[config.mk]
export PLATFORM = sky130hd
export DESIGN_NAME = r2l_exp
export DESIGN_NICKNAME = d
export VERILOG_FILES = /design/src/rtl/r2l_exp.sv
export SDC_FILE = /design/constraint.sdc
export NUM_CORES = 1
export LEC_CHECK = 0
export CAP_MARGIN = 20
export CORE_UTILIZATION = 34
export CTS_CLUSTER_SIZE = 40
export DETAILED_ROUTE_END_ITERATION = 16
export DONT_BUFFER_PORTS = 1
export PLACE_DENSITY = 0.46
export SLEW_MARGIN = 5
export SYNTH_ARGS = -nofsm -noshare
export SYNTH_HDL_FRONTEND = slang
export SYNTH_SLANG_ARGS = --single-unit
[constraint.sdc]
create_clock -name clk -period 7.6 [get_ports clk]
set_input_delay 1.14 -clock clk [delete_from_list [all_inputs] [get_ports clk]]
set_output_delay 1.14 -clock clk [all_outputs]
set_load 0.01 [all_outputs]
[src/rtl/r2l_exp.sv]
// Right-to-left binary exponentiation C = A^B mod 2^k with overflow flag; one exponent bit per cycle.
// Latency: bit_length(B) RUN cycles then a one-cycle done pulse; start is ignored unless IDLE.
module r2l_exp #(
   parameter int k = 16
) (
   input  logic         clk,
   input  logic         rst,
   input  logic [k-1:0] A,
   input  logic [k-1:0] B,
   input  logic         start,
   output logic         busy,
   output logic         done,
   output logic [k-1:0] C,
   output logic         ovf
);

   localparam int CW = $clog2(k) + 1;

   typedef enum logic [1:0] {
      S_IDLE,
      S_RUN,
      S_DONE
   } state_t;

   state_t          state_q;
   logic [k-1:0]    rega_q;
   logic [k-1:0]    regb_q;
   logic [k-1:0]    c_q;
   logic [CW-1:0]   cnt_q;
   logic            aovf_q;
   logic            ovf_q;
   logic            busy_q;
   logic            done_q;

   logic [2*k-1:0]  prod_ca;
   logic [2*k-1:0]  prod_aa;
   logic            last_bit;

   assign prod_ca  = {{k{1'b0}}, c_q}    * {{k{1'b0}}, rega_q};
   assign prod_aa  = {{k{1'b0}}, rega_q} * {{k{1'b0}}, rega_q};
   // The counter bound is a safety net; the shifted exponent normally ends the run first.
   assign last_bit = ((regb_q >> 1) == '0) || (cnt_q == CW'(1));

   always_ff @(posedge clk or negedge rst) begin
      if (!rst) begin
         state_q <= S_IDLE;
         rega_q  <= '0;
         regb_q  <= '0;
         c_q     <= k'(1);
         cnt_q   <= CW'(k);
         aovf_q  <= 1'b0;
         ovf_q   <= 1'b0;
         busy_q  <= 1'b0;
         done_q  <= 1'b0;
      end else begin
         case (state_q)
            S_IDLE: begin
               done_q <= 1'b0;
               if (start) begin
                  c_q   <= k'(1);
                  ovf_q <= 1'b0;
                  if (B != '0) begin
                     rega_q  <= A;
                     regb_q  <= B;
                     aovf_q  <= 1'b0;
                     cnt_q   <= CW'(k);
                     busy_q  <= 1'b1;
                     state_q <= S_RUN;
                  end else begin
                     done_q  <= 1'b1;
                     state_q <= S_DONE;
                  end
               end
            end
            S_RUN: begin
               if (regb_q[0]) begin
                  c_q <= prod_ca[k-1:0];
                  if ((prod_ca[2*k-1:k] != '0) || aovf_q) ovf_q <= 1'b1;
               end
               rega_q <= prod_aa[k-1:0];
               regb_q <= regb_q >> 1;
               cnt_q  <= cnt_q - CW'(1);
               // A squaring overflow in the last cycle can never reach C, so it is not recorded.
               if (!last_bit && (prod_aa[2*k-1:k] != '0)) aovf_q <= 1'b1;
               if (last_bit) begin
                  busy_q  <= 1'b0;
                  done_q  <= 1'b1;
                  state_q <= S_DONE;
               end
            end
            S_DONE: begin
               done_q  <= 1'b0;
               state_q <= S_IDLE;
            end
            default: begin
               busy_q  <= 1'b0;
               done_q  <= 1'b0;
               state_q <= S_IDLE;
            end
         endcase
      end
   end

   assign busy = busy_q;
   assign done = done_q;
   assign C    = c_q;
   assign ovf  = ovf_q;

endmodule

==> results of run 1 <==
[layer usage]
metal	wire [µm]	share of wire, %	track usage, %	vias to the layer above
met5	25	0.047	0	-
li1	-	-	-	6407
met3	2670	5.0	3.31	43
met4	753	1.4	3.68	4
met1	25300	48	28.9	6914
met2	24200	46	31.6	267
[worst min-delay path by stage]
stage	startpoint	to	slack (ns)	cells after the start
global route	rst	cnt_q[0]	0.47	0
global placement	regb_q[5]	regb_q[5]	0.49	2
finish	rst	cnt_q[0]	0.48	0
floorplan	regb_q[1]	regb_q[1]	0.47	2
detailed placement	regb_q[2]	regb_q[2]	0.50	2
CTS	rst	regb_q[13]	0.47	0
[critical path: cells and delay by family (launching register included)]
family,cells,cell delay (ns)
adders and majority gates,7,3.37
and+or+nand+nor,4,1.29
AOI/OAI and AO/OA,6,1.01
buffers and inverters,7,0.66
DFF,1,0.60
xor gates and xnor gates,1,0.10
[registers in the layout, indices dropped and copies added (netlist names)]
name and count:
ovf 1, done 1, rega_q 16, C 16
busy 1, state_q 2, regb_q 16, cnt_q 5
aovf_q 1
[logic make-up (layout without fill, tap and decap cells)]
logic type | count (synthesis) | after routing
mux | 24 | 24
compound gates | 242 | 242
other cells | 0 | 1
buf+inv | 551 | 535
fa+ha+maj | 561 | 561
xor+xnor | 53 | 53
flops | 59 | 59
simple gates | 613 | 613
[Yosys cell counts (11+ instances only)]
| cell | n | share of area (%) |
|---|---|---|
| a211oi_1 | 12 | 0.48 |
| a21o_1 | 16 | 0.65 |
| inv_1 | 455 | 9.2 |
| o21a_1 | 11 | 0.44 |
| nand4_1 | 14 | 0.47 |
| nor3_1 | 12 | 0.32 |
| nor2_1 | 54 | 1.1 |
| fa_1 | 360 | 39 |
| nor4_1 | 12 | 0.40 |
| mux2i_1 | 20 | 1.1 |
| clkbuf_1 | 88 | 1.8 |
| a21oi_1 | 65 | 1.8 |
| nand2_1 | 280 | 5.7 |
| o21ai_0 | 62 | 1.7 |
| ha_1 | 201 | 14 |
| xnor2_1 | 34 | 1.6 |
| dfrtp_1 | 57 | 7.7 |
| a22o_1 | 11 | 0.52 |
| nand3_1 | 13 | 0.35 |
| and2_1 | 182 | 6.1 |
| xor2_1 | 19 | 0.90 |
[stage by stage]
step | hold WS, ns | setup slack [ns] | instances | instance area, µm² | utilization [%]
detailed placement | 0.503 | 0.276 | 2767 | 19600 | 36.3
floorplan | 0.471 | 0.910 | 2103 | 18600 | -
global placement | 0.492 | 0.348 | 2767 | 19600 | 36.3
global route | 0.469 | 0.0324 | 2784 | 19900 | 36.9
finish | 0.482 | 0.405 | 2784 | 19900 | 36.9
CTS | 0.474 | 0.243 | 2783 | 19900 | 36.9
[area by class of cell]
type / count / area (µm²)
fill: 5528 / 34000
multi-input combinational: 1493 / 15000
inverter: 455 / 1710
sequential: 59 / 1480
tap: 696 / 871
timing repair buffer: 64 / 505
clock buffer: 9 / 225
clock inverter: 7 / 100
antenna: 1 / 2.50
==> impl_metrics.ini, run 1 <==
[sta]
finalCriticalPeriod_ns = 7.20
slew_headroom_pct = 39.7
skew_ns = 0.0145
fin_crit_sh_pct = 94.7
tightestPinTransition_ns = 0.897
finalSetupViolations = 0
final_hold_viol_count = 0
setup_tns_ns = 0
drv_slew = 0
fmax_ghz = 0.139
rsz0062_at_grt = no

[logic_synthesis]
synth_area_per_cell_um2 = 8.83
synthXorXnorAreaFrac_pct = 2.50
yosysSeqAreaShare_pct = 7.96
syn_inst = 2103
synth_cell_types = 69
yosysWarnings = 0
synth.net_count = 2699
synth_edf_count = 0
yosys.area_share.simple_pct = 16.2
synthMuxAreaShare_pct = 1.32
synth_compound_area_share_pct = 8.35
syn_area_um2 = 18600
synth_top_family_by_area = adder cells
synth-main-ff-cell = dfrtp_1
synthAdderAreaFrac_pct = 52.3
ys_seq_elements = 59
synth-async-reset-ratio_pct = 100

[cells_and_area]
post_route_cells_drive_above_1_share_pct = 5.65
layout.nets = 2678
final_common_cell = inv_1
most-common-layout-cells = 455 x inv_1, 360 x fa_1, 280 x nand2_1
area.growth.synth_to_final_pct = 7.13

[worst_setup_path]
cp_max_fo = 15
critPathSlowestCell = dfrtp_1
reg2reg_to = aovf_q
r2r_slack_ns = 0.40
cp-startpoint = rega_q[10]
rr_startpoint = rega_q[10]
crit_path_max_incr_delay_ns = 0.60
start_kind = register
crit_required_ns = 7.81
crit_arrival_ns = 7.40
setup.worst_path.end = aovf_q
end_kind = register
ff2ff_path_depth = 25
worst-setup-path-type = reg -> reg

[floorplan]
die_area_um2 = 55600
dieWidth_um = 236
start_util_pct = 34.5
die_h_um = 236
pin_count = 54
coreArea_um2 = 53900
rows = 85

[cts]
htreeDepth = 3
root_buffer = clkbuf_16
insertion_delay_ns = 0.35
cts_hold_buf = 0
cts_setup_buffers = 0
cts.repair.resized = 0
cts.sinks = 59
path_clk_slew_ns = 0.07
cts_tree = built
clk_path_buf_depth = 2
cts_buffers = 9

[routing]
vias_per_cell = 4.90
drt_pass1_iterations = 5
wl_per_cell_um = 19.0
wl_mm = 52.9
postRouteAntennaNets = 0
remaining_drc_errors = 0
drt_iter0_drc = 744
vias = 13600

[global_route]
overflow = 0
grt_max_degree = 64
grt_pass1_wl_mm = 85.7
grt_antenna_before_repair = 5
grt_pass1_vias = 14800
grt_usage_pct = 20.0

[status]
status = finished clean

[place]
dp_hpwl_mm = 43.5
io_buffers = 0
gp_congestion = 0.875

[hold_path]
min_path_type = in -> async

[flow_run]
max_cap_viol_count = 0
Power of run 1 is not shown: default switching activity piles up to over one toggle a cycle in this logic, so the estimate is an artifact.
==> run 2, diff against run 1 <==
--- a/config.mk
+++ b/config.mk
@@ -10,7 +10,7 @@
 export CTS_CLUSTER_SIZE = 40
 export DETAILED_ROUTE_END_ITERATION = 16
 export DONT_BUFFER_PORTS = 1
-export PLACE_DENSITY = 0.46
+export PLACE_DENSITY_LB_ADDON = 0.3
 export SLEW_MARGIN = 5
 export SYNTH_ARGS = -nofsm -noshare
 export SYNTH_HDL_FRONTEND = slang
==> run 2 against run 1 <==
  * Die area stayed put
  * Maximum frequency is 0.43% higher
  * Wire length is 8.3% lower
  * Sequential share of layout area is 0.084 points higher
  * Cell area is 1.2% lower
  * Clock skew is 0.00071 ns lower
  * Non-clock buffer count is 22 lower
  * Utilization is 0.44 points lower
  * Critical path type unchanged
  * Critical endpoint is now ovf
  * Highest routed layer unchanged
==> impl_metrics.ini, run 2 (same netlist as run 1, synthesis figures left out) <==
[floorplan]
die_h_um = 236
die_area_um2 = 55600
coreArea_um2 = 53900
rows = 85
pin_count = 54
dieWidth_um = 236
start_util_pct = 34.5

[sta]
setup_tns_ns = 0
finalCriticalPeriod_ns = 7.16
whs_ns = 0.479
skew_ns = 0.0138
finalSetupViolations = 0
final_hold_viol_count = 0
fmax_ghz = 0.140
drv_slew = 0
tightestPinTransition_ns = 1.04
fin_crit_sh_pct = 94.3
rsz0062_at_grt = no
slew_headroom_pct = 30.2

[routing]
vias_per_cell = 4.99
top_layer = met5
drt_pass1_iterations = 5
remaining_drc_errors = 0
met1_length_mm = 21.9
routed-wl-met2_mm = 23.0
drt_iter0_drc = 706
wl_per_cell_um = 17.6
vias = 13800
route.met3.wl_mm = 2.80
postRouteAntennaNets = 0
wl_mm = 48.6

[worst_setup_path]
start_kind = register
critPathSlowestCell = dfrtp_1
cp_max_fo = 10
crit_arrival_ns = 7.39
crit_required_ns = 7.82
worst-setup-path-type = reg -> reg
crit_buf_inv = 4
cp_cell_sequence = buf_4 > nand2_1 > fa_1 > inv_1 > fa_1 > fa_1 > fa_1 > fa_1 > inv_1 > fa_1 > inv_1 > ha_1 > a21oi_1 > o21ai_0 > nor3_2 > o21bai_2 > a211oi_1 > xnor2_1 > or4_1 > nor4_1 > a311oi_1
crit_path_max_incr_delay_ns = 0.75
end_kind = register
critPathMostFrequentCell = fa_1
crit_family = adder cells

[cts]
cts_tree = built
cts_setup_buffers = 0
htreeDepth = 3
cts_buffers = 9
insertion_delay_ns = 0.35
clk_path_buf_depth = 2
cts.sinks = 59
path_clk_slew_ns = 0.06
root_buffer = clkbuf_16

[cells_and_area]
fillers = 5431
most-common-layout-cells = 455 x inv_1, 360 x fa_1, 280 x nand2_1
multi_input_area_um2 = 15000
layout.nets = 2656
n_antenna_cell = 0
area.growth.synth_to_final_pct = 5.84
area.sequential_um2 = 1480
final_common_cell = inv_1
post_route_cells_drive_above_1_share_pct = 4.55

[global_route]
grt_pass1_vias = 14900
grt_antenna_before_repair = 5
grt_usage_pct = 18.5
grt_pass1_wl_mm = 81.0
overflow = 0
grt_max_degree = 64

[status]
status = finished clean

[place]
gp_congestion = 0.881
io_buffers = 0
dp_hpwl_mm = 39.4

[flow_run]
max_cap_viol_count = 0

[hold_path]
min_path_type = in -> async
[run 2: final timing paths]
path                            slack, ns  startpoint  cells past startpoint   endpoint
worst max-delay path                 0.44   rega_q[8]                     21        ovf
max in group asynchronous            6.92         rst                      0       C[0]
worst max register to register       0.44   rega_q[8]                     21        ovf
worst min register to register       0.51   regb_q[4]                      2  regb_q[4]
worst min-delay path                 0.48         rst                      0     aovf_q
min in group clk                     0.51   regb_q[4]                      2  regb_q[4]
[run 2: timing repair]
item                                   4_1_cts  5_1_grt
hold buffers                                 0        0
setup endpoints to repair                    0        1
gates resized for setup                      0        2
endpoints found under the hold margin        0        0
[run 2: metal layers]
layer	vias up	global-route usage, %
met5	-	0
met4	10	3.90
met3	52	2.81
met2	383	30.5
met1	6980	25.7
li1	6358	-
[run 2: worst register-to-register path, cell delays in order, from the launching register on]
cell	delay, ns
dfrtp_1	0.75
buf_4	0.30
nand2_1	0.09
fa_1	0.54
inv_1	0.06
fa_1	0.49
fa_1	0.58
fa_1	0.45
fa_1	0.49
inv_1	0.05
fa_1	0.47
inv_1	0.04
ha_1	0.40
a21oi_1	0.27
o21ai_0	0.16
nor3_2	0.32
o21bai_2	0.15
a211oi_1	0.27
xnor2_1	0.11
or4_1	0.55
nor4_1	0.35
a311oi_1	0.14
[run 2: final cells by class]
type | instances | share of cell area [%]
clock buffers | 9 | 1.15
clock inverters | 6 | 0.216
inverters | 455 | 8.69
multi-input cells | 1493 | 76.3
flip-flops and latches | 59 | 7.53
well taps | 696 | 4.43
repair buffers | 42 | 1.67
[run 2: stage by stage]
stage	util, %	cell area [µm²]	setup WS [ns]	cells
finish	36.5	19700	0.435	2760
global route	36.5	19700	0.0298	2760
CTS	36.5	19700	0.365	2760
detailed placement	36.0	19400	0.398	2745
global placement	36.0	19400	0.522	2745
floorplan	-	18600	0.910	2103
Power of run 2 is left out for the same reason.
